===== config.mk =====
export PLATFORM = sky130hd
export DESIGN_NAME = vram_fill_writer
export DESIGN_NICKNAME = d
export VERILOG_FILES = /design/src/rtl/vram_fill_writer.sv
export SDC_FILE = /design/constraint.sdc
export NUM_CORES = 1
export LEC_CHECK = 0
export CAP_MARGIN = 30
export CORE_MARGIN = 4
export CORE_UTILIZATION = 43
export DETAILED_ROUTE_END_ITERATION = 7
export HOLD_SLACK_MARGIN = 0.1
export PLACE_DENSITY = 0.68
export SLEW_MARGIN = 20
export SYNTH_ARGS = -nofsm -noshare
export SYNTH_HDL_FRONTEND = slang
export SYNTH_SLANG_ARGS = --single-unit

===== constraint.sdc =====
create_clock -name clk -period 11.1 [get_ports clk]
set_input_delay 1.11 -clock clk [delete_from_list [all_inputs] [get_ports clk]]
set_output_delay 1.11 -clock clk [all_outputs]
set_load 0.01 [all_outputs]

===== src/rtl/vram_fill_writer.sv =====
`default_nettype none
// ==========================================================================
// vram_fill_writer : rectangle fill engine, one VRAM pixel write per clock
// Revision: 1.0
// ==========================================================================
module vram_fill_writer #(
  parameter int FB_W = 160,
  parameter int FB_H = 120
) (
  input  logic        clk,
  input  logic        rst_n,
  input  logic        req_valid,
  output logic        req_ready,
  input  logic [7:0]  req_x,
  input  logic [6:0]  req_y,
  input  logic [7:0]  req_w,
  input  logic [6:0]  req_h,
  input  logic [12:0] req_data,
  input  logic        abort,
  output logic        we,
  output logic [14:0] waddr,
  output logic [12:0] wdata,
  output logic        busy,
  output logic        done
);

  localparam logic [8:0]  C_FB_W_X = 9'(FB_W);
  localparam logic [7:0]  C_FB_H_Y = 8'(FB_H);
  localparam logic [16:0] C_STRIDE = 17'(FB_W);

  typedef enum logic [0:0] {
    IDLE = 1'b0,
    FILL = 1'b1
  } state_t;

  state_t      state_q, state_d;
  logic [7:0]  x0_q, x0_d;
  logic [7:0]  w_q, w_d;
  logic [12:0] data_q, data_d;
  logic [8:0]  x_q, x_d;
  logic [7:0]  y_q, y_d;
  logic [16:0] base_q, base_d;
  logic [7:0]  col_q, col_d;
  logic [6:0]  row_q, row_d;
  logic        we_q, we_d;
  logic [14:0] waddr_q, waddr_d;
  logic [12:0] wdata_q, wdata_d;
  logic        done_q, done_d;
  logic        emit;

  // Counters hold the pixels still to visit after the one currently on the outputs.
  always_comb begin
    state_d = state_q;
    x0_d    = x0_q;
    w_d     = w_q;
    data_d  = data_q;
    x_d     = x_q;
    y_d     = y_q;
    base_d  = base_q;
    col_d   = col_q;
    row_d   = row_q;
    we_d    = 1'b0;
    waddr_d = waddr_q;
    wdata_d = wdata_q;
    done_d  = 1'b0;
    emit    = 1'b0;

    case (state_q)
      IDLE: begin
        if (req_valid) begin
          if (req_w == 8'd0 || req_h == 7'd0) begin
            done_d = 1'b1;
          end else begin
            state_d = FILL;
            x0_d    = req_x;
            w_d     = req_w;
            data_d  = req_data;
            x_d     = {1'b0, req_x};
            y_d     = {1'b0, req_y};
            // Only the origin row needs a product; later rows step by the stride.
            base_d  = {10'd0, req_y} * C_STRIDE;
            col_d   = req_w - 8'd1;
            row_d   = req_h - 7'd1;
            emit    = 1'b1;
          end
        end
      end
      FILL: begin
        if (abort) begin
          state_d = IDLE;
        end else if (col_q == 8'd0 && row_q == 7'd0) begin
          state_d = IDLE;
          done_d  = 1'b1;
        end else begin
          if (col_q != 8'd0) begin
            x_d   = x_q + 9'd1;
            col_d = col_q - 8'd1;
          end else begin
            x_d    = {1'b0, x0_q};
            col_d  = w_q - 8'd1;
            y_d    = y_q + 8'd1;
            base_d = base_q + C_STRIDE;
            row_d  = row_q - 7'd1;
          end
          emit = 1'b1;
        end
      end
      default: state_d = IDLE;
    endcase

    if (emit) begin
      we_d    = (x_d < C_FB_W_X) && (y_d < C_FB_H_Y);
      waddr_d = 15'(base_d + {8'd0, x_d});
      wdata_d = data_d;
    end
  end

  always_ff @(posedge clk or negedge rst_n) begin
    if (!rst_n) begin
      state_q <= IDLE;
      x0_q    <= 8'd0;
      w_q     <= 8'd0;
      data_q  <= 13'd0;
      x_q     <= 9'd0;
      y_q     <= 8'd0;
      base_q  <= 17'd0;
      col_q   <= 8'd0;
      row_q   <= 7'd0;
      we_q    <= 1'b0;
      waddr_q <= 15'd0;
      wdata_q <= 13'd0;
      done_q  <= 1'b0;
    end else begin
      state_q <= state_d;
      x0_q    <= x0_d;
      w_q     <= w_d;
      data_q  <= data_d;
      x_q     <= x_d;
      y_q     <= y_d;
      base_q  <= base_d;
      col_q   <= col_d;
      row_q   <= row_d;
      we_q    <= we_d;
      waddr_q <= waddr_d;
      wdata_q <= wdata_d;
      done_q  <= done_d;
    end
  end

  assign req_ready = (state_q == IDLE);
  assign busy      = (state_q == FILL);
  assign we        = we_q;
  assign waddr     = waddr_q;
  assign wdata     = wdata_q;
  assign done      = done_q;

endmodule
`default_nettype wire


Yosys cells after proc, flatten, opt, wreduce, memory -nomap -nowiden
Index checks and enable logic that the tools add are counted.

word-level totals
  input bits = 47
  register bits after elaboration = 109
  output and inout port bits = 32
  word-level logic and storage cells = 87

cells by class
  add/subtract/negate cells = 9
  $mul = 1
  bitwise logic cells = 2
  magnitude comparators = 2
  muxes and demuxes = 44
  reduce and logical (&&, ||, !) cells = 11
  eq/ne operators = 5

operators with widths
  cell                   count
  $mux 17                5
  $mux 8                 10
  $mux 9                 5
  $mux 13                3
  $mux 7                 5
  $pmux 17 s2            1
  $pmux 8 s2             2
  $sub 8x1->8 const B    3
  $pmux 9 s2             1
  $add 17x8->17 const B  1
  $logic_not 8->1        2
  $add 15x9->15          1
  $logic_not 7->1        2
  $pmux 7 s2             1
  $sub 7x1->7 const B    2
  $mul 7x3->10 const B   1
  $ne 2x2->1 const B     5
  $add 9x1->9 const B    1
  $lt 9x8->1 const B     1
  $mux 1                 9
  $add 8x1->8 const B    1
  $lt 8x7->1 const B     1
  $reduce_bool 8->1      1
  $reduce_and 5->1       1
  6 further kinds        9

Depth between registers and ports, before layout
  depth after elaboration = 8
  gate-level depth with buffers = 18
  gate-level depth less buffers = 18

Least setup slack after synthesis
Ideal clock, no wire load.

  path kind = in2reg
  start point = input port abort
  end point = register waddr_q[14] (netlist: waddr[14])
  data arrival time = 4.448 ns
  slack = 6.570 ns
  library setup time = 0.082 ns
  cell stages on the path = 18
  path buffers = 3
  cell sequence = clkbuf_1 > a41o_1 > clkbuf_1 > o21ai_1 > clkbuf_1 > nor2_1 > nor2_1 > ha_1 > inv_1 > fa_1 > nor2b_1 > nor3_1 > nor2_1 > o221ai_1 > a21oi_1 > o21ai_1 > or4_1 > a31oi_1

on the way
  longest elaborated chain between the ends = 3
  elaborated cells on any way between the ends = 7

RTL lines
  item                    RTL line  source
  start: declaration      19        input logic abort,
  $mux 9                  89        if (abort) begin
  $pmux 9 s2              68        case (state_q)
  net x_d[0]              40        logic [8:0] x_q, x_d;
  $add 15x9->15           113       waddr_d = 15'(base_d + {8'd0, x_d});
  end signal: assignment  144       waddr_q <= waddr_d;
  end: declaration        46        logic [14:0] waddr_q, waddr_d;

The timed path passes the listed nets, and every way through them passes these cells.
A chain may end at the register's enable or synchronous reset.

Final worst setup path
  start point = input port req_h[2]
  end point = register waddr_q[14] (netlist: waddr[14])

on the way
  longest elaborated chain between the ends = 6
  elaborated cells on any way between the ends = 12

RTL lines
  item                RTL line  source
  start: declaration  17        input logic [6:0] req_h,
  $logic_not 7->1     71        if (req_w == 8'd0 || req_h == 7'd0) begin
  $logic_or 1x1->1    71
  $mux 9              71
  $mux 9              70        if (req_valid) begin
  $pmux 9 s2          68
  net x_d[0]          40
  $add 15x9->15       113

The timed path passes the listed nets, and every way through them passes these cells.

==> impl_metrics.csv <==
group,metric,value,unit
run_status,outcome,"complete, no violations",
detailed_routing,drcViolationCount,0,
timing,clock.fmax,165,MHz
timing,final-setup-viol-count,0,
die,die_h,127,µm
timing,setup_tns,0,ns
yosys,synth-compound-area-share,15.0,%
clocking,cts_buffer_depth,2,
yosys,yosysWarnings,0,
clocking,ctsResizeCount,0,
pwr,p_clk_share,22.4,%
detailed_routing,avgViaCountPerCell,5.53,
detailed_routing,wl,15600,µm
hold_path,hp-start,"data_q[0]$_DFF_PN0_",
die,rows,43,
pwr,peakVddDrop,162,µV
clocking,htreeDepth,3,
pwr,p_comb_share,36.6,%
detailed_routing,routedWlPerCell,16.7,µm
yosys,synthSimpleGateAreaFrac,22.2,%
yosys,synth_top_area_share,43.9,%
clocking,cts_tree,"built",
worst_setup_path,start_kind,"input pin",
worst_setup_path,crit_type,"in2reg",
hold_path,min_path_type,"reg2reg",
hold_path,hold_depth,2,
placed_design,port_buffers,78,
global_route,grt_first_pass_wirelength,26400,µm
pwr,power.density,199,nW/µm²
pwr,fin_total_pwr,1470,µW
run,maxCapViolations,0,
timing,max_slew_margin,37.7,%
yosys,yosys.area_share.xor_xnor,5.60,%
final_layout,area_growth,20.5,%
yosys,syn_inst,687,
yosys,yosysTopAreaCell,"dfrtp_1",
yosys,synth_top_family_by_area,"simple AND/OR/NAND/NOR gates",
timing,finalCritPeriodShare,54.5,%
final_layout,antenna_cells,0,
global_route,grt_start_max_net_pins,77,
yosys,yosysMostFrequentCell,"nand2_1",
final_layout,finish.net_count,823,
final_layout,drive_above_1_share,7.55,%
timing,worst_slew_pin_slew,0.928,ns
timing,fin_worst_skew,0.0109,ns
worst_setup_path,r2r-start,"busy$_DFF_PN0_",
pwr,swShare,37.0,%
worst_setup_path,cp_max_fo,60,
yosys,seq_area_frac_synth,43.9,%
global_route,antenna_found_initial,0,
global_route,grt_usage,20.1,%
timing,drv_slew,0,
pwr,p_leak,0.00322,µW
worst_setup_path,cp.required,11.38,ns
clocking,cts_hold_buf,0,
global_route,grt-ovfl-total,0,
detailed_routing,num_vias,5168,
clocking,cts-buffers-inserted,9,
detailed_routing,drt_iter0_drc,325,
placed_design,hpwl,11000,µm
yosys,synth_area,6100,µm²
yosys,async_flop_share,100,%
yosys,synth_adder_area_share,5.58,%
yosys,ys_types,64,
clocking,post-cts-setup-buffers,0,
yosys,synth_ff_type,"dfrtp_1",
worst_setup_path,rr_worst_depth,19,
clocking,cts.reportedPaths.clkPinSlew,0.08,ns
clocking,root_buffer,"clkbuf_16",
pwr,p_sw,543,µW
worst_setup_path,r2r_setup_slack,5.09,ns
die,die-area,16200,µm²
yosys,synth.avg_cell_area,8.88,µm²
worst_setup_path,arrival,6.33,ns
clocking,clock_latency,0.36,ns
yosys,synthMuxAreaShare,5.11,%
yosys,synth_seq_cells,107,
worst_setup_path,crit-reg2reg-capture,"waddr[14]$_DFFE_PN0P_",
placed_design,routabilityCongestion,0.892,
pwr,pwr-share-seq,41.1,%
worst_setup_path,end_kind,"register",
die,core_area,13900,µm²
die,ios,79,
hold_path,holdPathEnd,"data_q[0]$_DFF_PN0_",
yosys,ys_top_cells_by_count,"153 x nand2_1, 107 x dfrtp_1, 69 x nor2_1",
detailed_routing,dr.pass1.iters,5,
yosys,synth.area.top_cells,"dfrtp_1 44%, nand2_1 9.4%, ha_1 4.9%, a21oi_1 4.3%, nor2_1 4.2%",
detailed_routing,antenna_left,0,
yosys,synth_edf_count,0,
global_route,grt_pass1_vias,5321,
timing,grt_setup_unrepaired,"no",
yosys,synth_nets,760,
pwr,intPower,924,µW
timing,period_needed,6.05,ns
clocking,cts.sinks,107,
timing,finalHoldViolCount,0,
die,start_util,44.0,%
die,die_w,127,µm
-- per-layer routing --
layer,routed length [µm],vias to the layer above,GRT usage (%),share of wire (%)
li1,-,2516,-,-
met1,7410,2496,27.1,47
met2,7110,138,32.6,46
met3,884,18,5.60,5.7
met4,201,0,4.23,1.3
met5,0,-,0,0
-- cells in the final DEF, fill, tap and decap left out, drive strengths merged, types with 6 or more instances in the layout --
master / synthesis / final
a211oi: 9 / 9
a21o: 8 / 8
a21oi: 52 / 52
a31oi: 6 / 6
and2: 8 / 8
and3: 9 / 9
buf: 7 / 7
clkbuf: 25 / 9
clkdlybuf4s50: 0 / 77
dfrtp: 107 / 107
ha: 24 / 24
inv: 10 / 14
mux2: 17 / 17
mux2i: 12 / 12
nand2: 154 / 154
nand3: 12 / 12
nor2: 69 / 69
nor3: 12 / 12
nor4: 9 / 9
o21ai: 28 / 28
xnor2: 17 / 17
xor2: 22 / 22
-- worst max-delay path: stages --
cell             delay, ns
clkdlybuf4s50_1       0.56
nor3_1                0.09
nand2_1               0.17
nand4_1               0.68
buf_4                 0.51
o21ai_4               0.08
buf_4                 0.54
nor2_1                0.08
nor2_1                0.17
ha_1                  0.19
inv_1                 0.05
fa_1                  0.39
nor2b_1               0.19
nor3_1                0.06
nor2_1                0.17
o221ai_1              0.21
a21oi_1               0.21
o21ai_1               0.16
or4_1                 0.49
a31oi_1               0.17
-- final cells by class --
class                      count  area [µm²]
clock inverter                 7        83.8
fill                        1279        6530
clock buffer                   9         225
inverter                      11        41.3
multi-input combinational    537        3280
sequential                   107        2680
tap                          180         225
timing repair buffer          84         823
-- per-stage QoR --
stage                     area (µm²)  worst slack, ns  utilization [%]  hold slack [ns]  cells
final                           7350             5.05             53.0            0.473    935
after global routing            7350             4.56             53.0            0.502    935
after CTS                       7350             5.06             53.0            0.475    935
after detailed placement        7040             4.69             50.7            0.455    919
after global placement          7040             4.94             50.7            0.450    919
after floorplan                 6100             6.57                -            0.436    687
-- cell families after synthesis --
kind of cell / count (synthesis)
simple gates: 300
compound gates: 143
fa+ha+maj: 26
mux: 29
xor+xnor: 39
flops: 107
buf+inv: 43
-- flip-flops by register name (all words and copies together) (netlist names) --
register / cells
busy: 1
data_q: 13
we: 1
row_q: 7
x_q: 9
wdata: 13
col_q: 8
x0_q: 8
w_q: 8
y_q: 8
base_q: 15
done: 1
waddr: 15
-- worst max path at each step --
stage | start | to | slack [ns]
6_report | req_h[2] | waddr[14]$_DFFE_PN0P_ | 5.05
4_1_cts | req_h[2] | waddr[14]$_DFFE_PN0P_ | 5.06
3_3_place_gp | req_w[1] | waddr[14]$_DFFE_PN0P_ | 4.94
5_1_grt | busy$_DFF_PN0_ | waddr[14]$_DFFE_PN0P_ | 4.56
3_5_place_dp | req_h[4] | waddr[14]$_DFFE_PN0P_ | 4.69
2_1_floorplan | abort | waddr[14]$_DFFE_PN0P_ | 6.57
-- power by group through the flow --
| stage | Combinational, µW | Clock, µW | Sequential [µW] |
|---|---|---|---|
| after floorplan | 315 | 0 | 607 |
| after global placement | 522 | 0 | 604 |
| after detailed placement | 533 | 0 | 608 |
| after CTS | 538 | 337 | 602 |
| after global routing | 601 | 352 | 619 |
| final | 536 | 328 | 602 |
Note: power is estimated with default switching activity, not from simulation.
==> RTL edit 1: new RTL, same flow settings <==
Make the reset (`rst_n`) synchronous in one clocked block.
--- a/src/rtl/vram_fill_writer.sv
+++ b/src/rtl/vram_fill_writer.sv
@@ -117,3 +117,3 @@
 
-  always_ff @(posedge clk or negedge rst_n) begin
+  always_ff @(posedge clk) begin
     if (!rst_n) begin
Formal check against the unedited RTL: differs if rst_n is asserted again (counterexample within 4 cycles, from zero or initial values and one cycle with rst_n low); with rst_n held inactive, the same outputs for 4 cycles.
==> RTL edit 1 against the unedited design <==
Setup slack got worse by 0.11 ns. Wire length is essentially flat. Sequential cell count unchanged. Highest routed layer unchanged. Sequential share of layout area down 5.8 points. Final area fell by 4.9%. Area after synthesis fell by 5.2%.
Power is not compared: it rests on default switching activity, and its combinational part moved more than twofold at a synthesized area within 25%.
==> RTL edit 1: results (changes against the unedited design) <==
Placed design
  – DP Cell Count: 946 (+2.9%)
  – Placed cell area: 6710 µm² (-4.7%)
  – Post-detail-place hpwl: 11000 µm (-0.64%)
  – Port Buffer Count: 78 (unchanged)
  – Routability cong.: 0.883 (-1.1%)

Clock tree
  – H-tree Lvls: 3 (unchanged)
  – Root Buffer: clkbuf_16
  – Clock latency on the worst-skew pair: 0.36 ns (about the same)
  – Post-CTS resize count: 0 (unchanged)
  – Clock slew at reported path FFs: 0.07 ns
  – Cts bufs inserted: 9 (unchanged)
  – Post-CTS Setup Repair Bufs: 0 (unchanged)
  – Bufs on Longest Clock Path: 2 (unchanged)

Detailed routing
  – Wire per inst: 16.2 µm (-2.7%)
  – Initial DRC count: 369 (+14%)
  – First-pass iteration count of the detailed router: 5 (unchanged)
  – Via-to-Cell Ratio: 5.70 (+3.1%)
  – Via Count: 5483 (+6.1%)

STA
  – Clock skew: 0.00907 ns (-0.00180 ns)
  – Fin. Hold Viols: 0 (unchanged)
  – Slew margin rel.: 36.8% (-0.89 points)

Finish
  – Nets: 854 (+3.8%)
  – N_diodes: 0 (unchanged)
  – Layout cells sized above 1: 7.25% (-0.30 points)

Worst setup path
  – Crit-path max FO: 66 (+10%)
  – Worst EP arrival: 6.45 ns (+0.12 ns)

Synthesis
  – Synth top area cells: dfxtp_1, a21oi_1, nand2_1
  – Post-synthesis mux area share: 3.07% (-2.0 points)
  – Commonest cells in the netlist: nand2_1, dfxtp_1, a21oi_1, nor2_1, clkbuf_1
  – Seq/Total Area, Yosys: 37.0% (-6.9 points)
  – Async set-reset flop share out of synthesis: 0% (-100 points)
  – Syn nets: 796 (+4.7%)
  – Post-synth top flop: dfxtp_1
  – Synth Area in Adders: 5.88% (+0.31 points)
  – Synth Area in XOR/XNOR: 5.00% (-0.60 points)
  – Post-synthesis compound-gate area fraction: 22.6% (+7.5 points)
  – Mean post-synth cell area: 8.00 µm² (-9.9%)
  – Synth warn: 0 (unchanged)
  – Synth unique cells: 56 (-13%)

Power and ir drop
  – IR drop worst, VDD: approximately 0.087 mV
  – Leak Pwr: around 2.6 nW

Min path
  – Worst min-delay path category: register to register

Global route
  – Pin count of the biggest net entering global routing: 67 (-13%)
  – Initial antenna violation count: 0 (unchanged)
  – GRT Util Overall: 20.9% (+0.84 points)
  – First-pass GRT wire length: 25600 µm (-3.1%)

Run status
  – Status: complete, no violations
-- RTL edit 1: changes by cell type in the layout (fill, tap and decap cells not counted), moves of 12 or more --
cell,delta
and2_1,+17
dfrtp_1,-106
nand2_1,-34
xor2_1,-12
dfxtp_1,+106
a21oi_1,+46
-- RTL edit 1: where the power goes --
| part | switching (mW) | internal, mW | leakage [nW] |
|---|---|---|---|
| clock network | 0.153 | 0.161 | 0.144 |
| logic | 0.142 | 0.112 | 1.61 |
| registers | 0.0242 | 0.416 | 0.881 |
-- RTL edit 1: path summary, 6_finish.rpt --
check / from / endpoint / slack (ns) / cells after the start
setup / recovery: req_h[3] / waddr[14]$_SDFFE_PN0P_ / 4.94 / 18
hold / removal: data_q[1]$_SDFF_PN0_ / data_q[1]$_SDFF_PN0_ / 0.45 / 2
setup reg to reg: busy$_SDFF_PN0_ / waddr[13]$_SDFFE_PN0P_ / 5.84 / 16
hold reg to reg: data_q[1]$_SDFF_PN0_ / data_q[1]$_SDFF_PN0_ / 0.45 / 2
-- RTL edit 1: metal layers --
metal  vias up  part of all wire (%)  global-route usage (%)
met5         -                     0                       0
met4         0                   2.6                    6.78
met3        27                   4.9                    4.72
met2       158                    48                    35.3
met1      2602                    45                    26.6
li1       2696                     -                       -
-- RTL edit 1: kinds of logic after synthesis --
logic type | after synthesis
and+or+nand+nor | 286
AOI/OAI and AO/OA | 205
DFF | 107
buffers and inverters | 50
xor gates and xnor gates | 33
adders and majority gates | 26
muxes | 16
-- RTL edit 1: through the flow --
stage / setup slack (ns) / utilization (%)
floorplan: 6.32 / -
global placement: 4.88 / 50.9
detailed placement: 4.59 / 50.9
CTS: 4.96 / 53.0
global route: 4.54 / 53.0
finish: 4.94 / 53.0
-- RTL edit 1: layout make-up --
| class | count | area, µm² |
|---|---|---|
| Sequential cell | 107 | 2140 |
| Clock buffer | 10 | 239 |
| Fill cell | 1246 | 6200 |
| Multi-Input combinational cell | 566 | 3460 |
| Timing Repair Buffer | 86 | 841 |
| Tap cell | 176 | 220 |
| Inverter | 11 | 41.3 |
| Clock inverter | 6 | 45.0 |
-- RTL edit 1: worst max-delay path, cell delays in order --
cell,delay (ns)
clkdlybuf4s50_1,0.49
or4_1,0.59
nor4_1,0.56
nor2_1,0.16
nand3_2,0.11
buf_4,0.54
nand2_1,0.35
o221a_2,0.34
ha_1,0.23
fa_1,0.40
a21o_1,0.20
a21o_1,0.21
a211oi_1,0.38
o21ai_0,0.20
nand2_1,0.15
nor4_2,0.07
xor2_1,0.17
a21oi_1,0.15
==> RTL edit 2: new RTL, same settings <==
Made on the original files. Set the parameter `FB_H` to 60 (it was 120).
--- a/src/rtl/vram_fill_writer.sv
+++ b/src/rtl/vram_fill_writer.sv
@@ -7,3 +7,3 @@
   parameter int FB_W = 160,
-  parameter int FB_H = 120
+  parameter int FB_H = 60
 ) (
Check against the original RTL: not equivalent (Yosys sat finds a counterexample within 4 cycles, from zero or initial values and one cycle with rst_n low).
==> RTL edit 2 against the unedited design <==
Combinational power grew 2%. Wire length shrank 4.2%. Setup slack gained 0.97 ns. Sequential cell count is the same. Total power shrank 0.20%. Synthesized cell count shrank 5.8%. Final area shrank 1.9%. Clock skew is essentially flat. Area after synthesis shrank 2.0%. Die area shrank 1.9%. Critical path type unchanged. Largest power group unchanged.
==> RTL edit 2: results (changes against the unedited design) <==
Worst setup path
  – CP delay by family, top: compound AO/OA/AOI/OAI gates
  – Slowest stage delay, CP: 0.46 ns (-0.22 ns)
  – Worst EP arrival: 5.35 ns (-0.98 ns)
  – R2R Setup Slk: 6.55 ns (+1.46 ns)
  – R2R depth: 15 (-4)
  – Cell at the slowest stage of the critical path: clkdlybuf4s50_1
  – Critical path origin: req_w[7]
  – Crit-path max FO: 27 (-55%)

Power and ir drop
  – Power Internal: 939 µW (+1.6%)
  – IR drop worst, VDD: 0.0911 mV (-44%)
  – Leak Pwr: 3.17 nW (-1.6%)
  – Switching Fraction: 35.9% (-1.1 points)
  – Clock Power Share: 21.7% (-0.7 points)

STA
  – Worst Tran Pin Value: 0.740 ns (-0.188 ns)
  – Setup violations, final: 0 (unchanged)
  – Clock skew: 0.0107 ns (-0.000149 ns)
  – Fin crit period: 5.08 ns (-0.966 ns)

Finish
  – Nets: 789 (-4.1%)
  – # fillers: 1256 (-1.8%)

Synthesis
  – Synth Area in XOR/XNOR: 5.13% (-0.47 points)
  – Synth top area cells: dfrtp_1, nand2_1, ha_1
  – Commonest cells in the netlist: nand2_1, dfrtp_1, nor2_1, a21oi_1, o21ai_0
  – Post-synthesis compound-gate area fraction: 14.7% (-0.32 points)
  – Seq/Total Area, Yosys: 44.8% (+0.90 points)
  – Synth unique cells: 57 (-11%)

Detailed routing
  – Via-to-Cell Ratio: 5.58 (+0.89%)
  – WL met2: 7190 µm (+1.2%)
  – Final WL: 14900 µm (-4.2%)
  – Met1 wire length: 6980 µm (-5.9%)
  – Met3 wire len: 566 µm (-36%)

Placed design
  – Routability cong.: 0.917 (+2.8%)
  – Post-Place Worst Slack: 5.74 ns (+1.05 ns)

Global route
  – Global-route track usage on met1: 25.6% (-1.5 points)
  – Met2 usage: 30.7% (-1.9 points)
  – Routing usage on met3: 3.13% (-2.5 points)
  – First-pass GRT wire length: 24500 µm (-7.4%)
  – Pin count of the biggest net entering global routing: 62 (-19%)
  – GRT Util Overall: 18.8% (-1.3 points)
  – Vias in the first global route: 4953 (-6.9%)

Min path
  – Worst hold start: data_q[7]$_DFF_PN0_
  – Worst min-delay path category: register to register
  – Hold Crit Endpoint: data_q[7]$_DFF_PN0_

Run status
  – Status: complete, no violations
[RTL edit 2: cell count changes after synthesis, moves of 4 or more]
cell      delta
nor3_1       +9
nor4_2       +4
a21o_1       +5
nand4_1      +4
nor2_1      -21
and3_1       -8
buf_2        +6
clkbuf_1     -9
buf_1        -4
a21oi_1     -12
xor2_1       -6
o21ai_0      +7
nand2_1     -10
[RTL edit 2: layout make-up]
type | count | area share, %
Multi-Input combinational cell | 499 | 43.4
Sequential cell | 107 | 37.1
Timing Repair Buffer | 86 | 11.7
Clock buffer | 11 | 3.50
Tap cell | 176 | 3.05
Inverter | 13 | 0.676
Clock inverter | 5 | 0.590
[RTL edit 2: per-stage QoR]
stage	hold slack, ns	instances	power, mW	instance area, µm²
after floorplan	0.436	647	0.935	5980
after global placement	0.451	880	1.14	6910
after detailed placement	0.455	881	1.15	6920
after CTS	0.474	897	1.47	7220
after global routing	0.496	897	1.56	7220
final	0.471	897	1.46	7220
